**config.mk**
```make
export PLATFORM = sky130hd
export DESIGN_NAME = rx_throttle_lfsr
export DESIGN_NICKNAME = d
export VERILOG_FILES = /design/src/rtl/noc_pkt_pkg.sv /design/src/rtl/rx_throttle_lfsr.sv
export SDC_FILE = /design/constraint.sdc
export NUM_CORES = 1
export LEC_CHECK = 0
export CELL_PAD_IN_SITES_DETAIL_PLACEMENT = 0
export CELL_PAD_IN_SITES_GLOBAL_PLACEMENT = 2
export CORE_AREA = 2 2 39 41
export DETAILED_ROUTE_END_ITERATION = 16
export DIE_AREA = 0 0 41 43
export MAX_ROUTING_LAYER = met4
export PLACE_DENSITY_LB_ADDON = 0.1
export RECOVER_POWER = 100
export SLEW_MARGIN = 5
export SYNTH_ARGS = -nofsm -noshare
export SYNTH_HDL_FRONTEND = slang
export SYNTH_SLANG_ARGS = --single-unit
```
**constraint.sdc**
```tcl
create_clock -name clk -period 1 [get_ports clk]
set_clock_uncertainty 0.05 [all_clocks]
set_input_delay 0.1 -clock clk [delete_from_list [all_inputs] [get_ports clk]]
set_output_delay 0.1 -clock clk [all_outputs]
set_load 0.02 [all_outputs]
```
**src/rtl/noc_pkt_pkg.sv**
```systemverilog
`default_nettype none
// ============================================================================
//  Module      : noc_pkt_pkg
//  Description : Packet-format constants shared by the PE traffic generator
//                and the PE-side receive checker. Flit layout:
//                  flit[TotalWidth-1 -: AddressWidth] = destination PE
//                  payload = flit[DataWidth-1:0]
//                  payload[DataWidth-1 -: AddressWidth] = source PE
//                  payload[SeqWidth-1:0]                = sequence number
//                Also holds the throttle LFSR seed/taps and the check-result
//                record passed between the checker pipeline stages.
//  Revision    : 1.0 - initial release
// ============================================================================
package noc_pkt_pkg;

    // Sequence field sits at the bottom of the payload.
    localparam int C_SEQ_LSB           = 0;
    localparam int C_SEQ_WIDTH_DEFAULT = 16;

    // Galois LFSR, polynomial x^16 + x^14 + x^13 + x^11 + 1.
    localparam logic [15:0] C_LFSR_SEED = 16'hACE1;
    localparam logic [15:0] C_LFSR_TAPS = 16'hB400;

    // Result of checking one flit, handed from the check stage to the
    // counter stage.
    typedef struct packed {
        logic dest_err;
        logic seq_err;
    } chk_flags_t;

    function automatic logic [15:0] lfsr_step(input logic [15:0] s);
        return s[0] ? ((s >> 1) ^ C_LFSR_TAPS) : (s >> 1);
    endfunction

endpackage : noc_pkt_pkg
`default_nettype wire

```
**src/rtl/rx_throttle_lfsr.sv**
```systemverilog
`default_nettype none
// ============================================================================
//  Module      : rx_throttle_lfsr
//  Description : Free-running 16-bit LFSR that produces a ready mask with
//                roughly 75% duty (low when the two LSBs are both zero).
//                Used to apply pseudo-random backpressure to the NoC.
//  Ports       : clk          in  clock
//                rst          in  asynchronous active-high reset (reseeds)
//                o_ready_mask out 1 when the sink may assert ready
//  Revision    : 1.0 - initial release
// ============================================================================
module rx_throttle_lfsr
    import noc_pkt_pkg::*;
(
    input  logic clk,
    input  logic rst,
    output logic o_ready_mask
);

    logic [15:0] r_lfsr;

    always_ff @(posedge clk or posedge rst) begin
        if (rst) begin
            r_lfsr <= C_LFSR_SEED;
        end else begin
            r_lfsr <= lfsr_step(r_lfsr);
        end
    end

    assign o_ready_mask = (r_lfsr[1:0] != 2'b00);

endmodule : rx_throttle_lfsr
`default_nettype wire

```
==> results by group, run 1 <==
Synth
  – Compound-Gate Fraction of Synth Area: 0%
  – Area leader, netlist: dfstp_2
  – Area contributors post-synth: dfstp_2 (47%), dfrtp_1 (45%), xor2_1 (5.9%)
  – #FFs+latches synth: 16
  – Syn nets: 23
  – Cells after Synth: 21
  – Most common flop cell mapped by yosys: dfstp_2
  – Synth Area in Adders: 0%
  – Cell Area, Synth: 447 sq um
  – Multiplexer share of the synthesized area: 0%
  – Yosys top cell area share: 47.1%
  – Simple-Gate Fraction of Synth Area: 1.40%
  – Post-synthesis cell type count: 5
  – Sequential-to-total area share from yosys stat: 91.9%
  – Syn avg cell area: 21.3 sq um
  – Number of synthesized flops with an enable pin: 0
  – Synth warn: 0
  – Xor and xnor area share after synthesis: 5.88%
  – Combinational family with the most area after synthesis: XOR/XNOR gates
  – Top cells by count, synth: dfrtp_1 (8), dfstp_2 (8), xor2_1 (3)
  – Async SR Flop Fraction: 100%

STA
  – Hold Fails Final Rpt: 0
  – Setup violations, final: 1
  – RSZ-0062 raised after global routing: true
  – Setup_tns: -0.176 ns
  – Count of final max-slew check failures: 0
  – Fin crit share: 118%
  – Relative slew slack: 49.6%
  – Tightest Pin Transition: 0.756 ns
  – Fmax: 850 MHz
  – Minimum clock period: 1.18 ns
  – Final setup margin: -0.176 ns

Placed design
  – Placed Area: 522 sq um
  – Inst Count DP: 42
  – Final HPWL DP: 319 um
  – Setup WS pre-CTS: -0.343 ns
  – PortBufs: 2
  – GPL Wtd Cong: 0.650

Worst hold path
  – Worst hold path class: input port to asynchronous set/reset pin

Pwr
  – Total power: 1060 uW
  – Leak: 0.000282 uW
  – PD cells: 1920 nW/um^2
  – Worst VDD drop: 0.656 mV

Route
  – Vias per cell: 3.94
  – Via count: 185
  – Drt pass-1 iters: 1
  – DRC: 0
  – Total wire length: 522 um
  – DR iter-0 viols: 0
  – WL/cell: 11.1 um
  – Routed Antenna Nets: 0

Setup path
  – Crit path DAT: 1.03 ns
  – Worst R2R End: r_lfsr[12]
  – Worst R2R Start: r_lfsr[0]
  – Crit path kind: flop to output pin
  – Critical-path top delay cell: dfstp_2
  – Register-to-register setup slack: 0.06 ns
  – CP Launch Type: flop
  – Reg2reg path depth: 2
  – CP max stage delay: 0.53 ns
  – Cells along the critical path: or2_1 > buf_6
  – Worst endpoint required time: 0.85 ns
  – Worst-path fanout max: 2
  – Crit end category: output pin

Clock network
  – Clock transition at the registers of the reported paths: 0.08 ns
  – H-tree depth: 1
  – Root Driver: clkbuf_4
  – Skew-Pair Late Insertion Delay: 0.27 ns
  – Hold_buf cts: 0
  – CTS tree: yes
  – Cts bufs inserted: 3
  – Clock sink count: 16
  – CTS max path bufs: 2

GRT
  – Largest net degree at the start of global routing: 17
  – Antenna violations before repair: 0
  – Gr usage total: 8.79%
  – Number of global-route vias before repair: 194
  – First-pass GRT wire length: 903 um
  – GRT overflow: 0

Finish
  – Regs by FF count: r_lfsr: 16 flops
  – # diodes: 0
  – Post-Layout Cell Count: 47
  – Post-route cell area: 551 sq um
  – Biggest register: r_lfsr
  – Fraction of layout cells with a size suffix above 1: 51.6%
  – Syn-to-layout area delta: 23.2%
  – Max FFs per register: 16
  – Fin nets: 34

Floorplan
  – Initial core utilization: 32.3%
  – Io pins: 3
  – Die Height: 43 um
  – Die area: 1760 sq um
  – Cell Rows: 14
  – Core area: 1380 sq um
  – Die width: 41 um

Outcome
  – Outcome: complete, but fails checks
  – Failing checks: negative setup slack

Run
  – Max-cap viol count: 0
routing by layer:
metal	vias to the layer above	GRT usage, %	wire length [um]
li1	83	-	-
met4	0	6.00	4
met5	-	-	0
met3	2	6.28	27
met1	97	11.0	249
met2	3	9.69	241
cells in the final DEF (no fill, tap or decap):
master           instances
dfrtp_1                  8
clkbuf_8                 1
buf_4                    3
buf_6                    1
clkdlybuf4s50_1          1
dfstp_2                  8
clkbuf_1                 1
or2_1                    1
inv_1                    1
clkbuf_4                 3
xor2_1                   3
through the flow:
stage                     utilization (%)  hold WS [ns]
after global placement               37.7         0.287
after floorplan                         -       -0.0420
final                                39.8         0.284
after CTS                            41.0        0.0900
after global routing                 39.8         0.312
after detailed placement             37.7         0.290
critical path, delay by kind of cell (launching register included):
| kind | cells | cell delay [ns] |
|---|---|---|
| and+or+nand+nor | 1 | 0.11 |
| buffers and inverters | 1 | 0.11 |
| DFF | 1 | 0.53 |
power breakdown:
part,internal [uW],leakage (uW),switching (uW)
Clock,221,0.0000210,173
Combinational,4.43,0.0000668,11.7
Sequential,648,0.000194,0
worst max path at each step:
stage / to / startpoint / cells after the start / slack, ns
after detailed placement: o_ready_mask / r_lfsr[0] / 2 / -0.34
final: o_ready_mask / r_lfsr[0] / 2 / -0.18
after floorplan: o_ready_mask / r_lfsr[0] / 1 / 0.09
after global placement: o_ready_mask / r_lfsr[0] / 2 / -0.33
after global routing: o_ready_mask / r_lfsr[0] / 2 / -0.23
after CTS: o_ready_mask / r_lfsr[1] / 2 / -0.19
cells by family (layout without fill, tap and decap cells):
logic type             Yosys count  after routing
XOR/XNOR                         3              3
buffers and inverters            1             11
flip-flops                      16             16
AND/OR/NAND/NOR                  1              1
timing repair:
| action | 4_1_cts | 5_1_grt |
|---|---|---|
| pin swaps | 1 | 0 |
| buffers inserted | 1 | 0 |
| gates cloned | 0 | 0 |
| setup endpoints to repair | 1 | 1 |
| gates resized for setup | 6 | 0 |
layout make-up:
type	instances	area [sq um]
clock buffer	4	36.3
fill	128	833
inverter	1	3.75
multi-input combinational	4	32.5
sequential	16	410
tap	16	20.0
timing repair buffer	6	47.5
Note: power is estimated with default switching activity, not from simulation.
==> run 2: changes to the inputs <==
- CAP_MARGIN: not set -> 40
==> results of run 2 <==
Same layout as run 1: the final DEF is identical, and so are final timing and power.
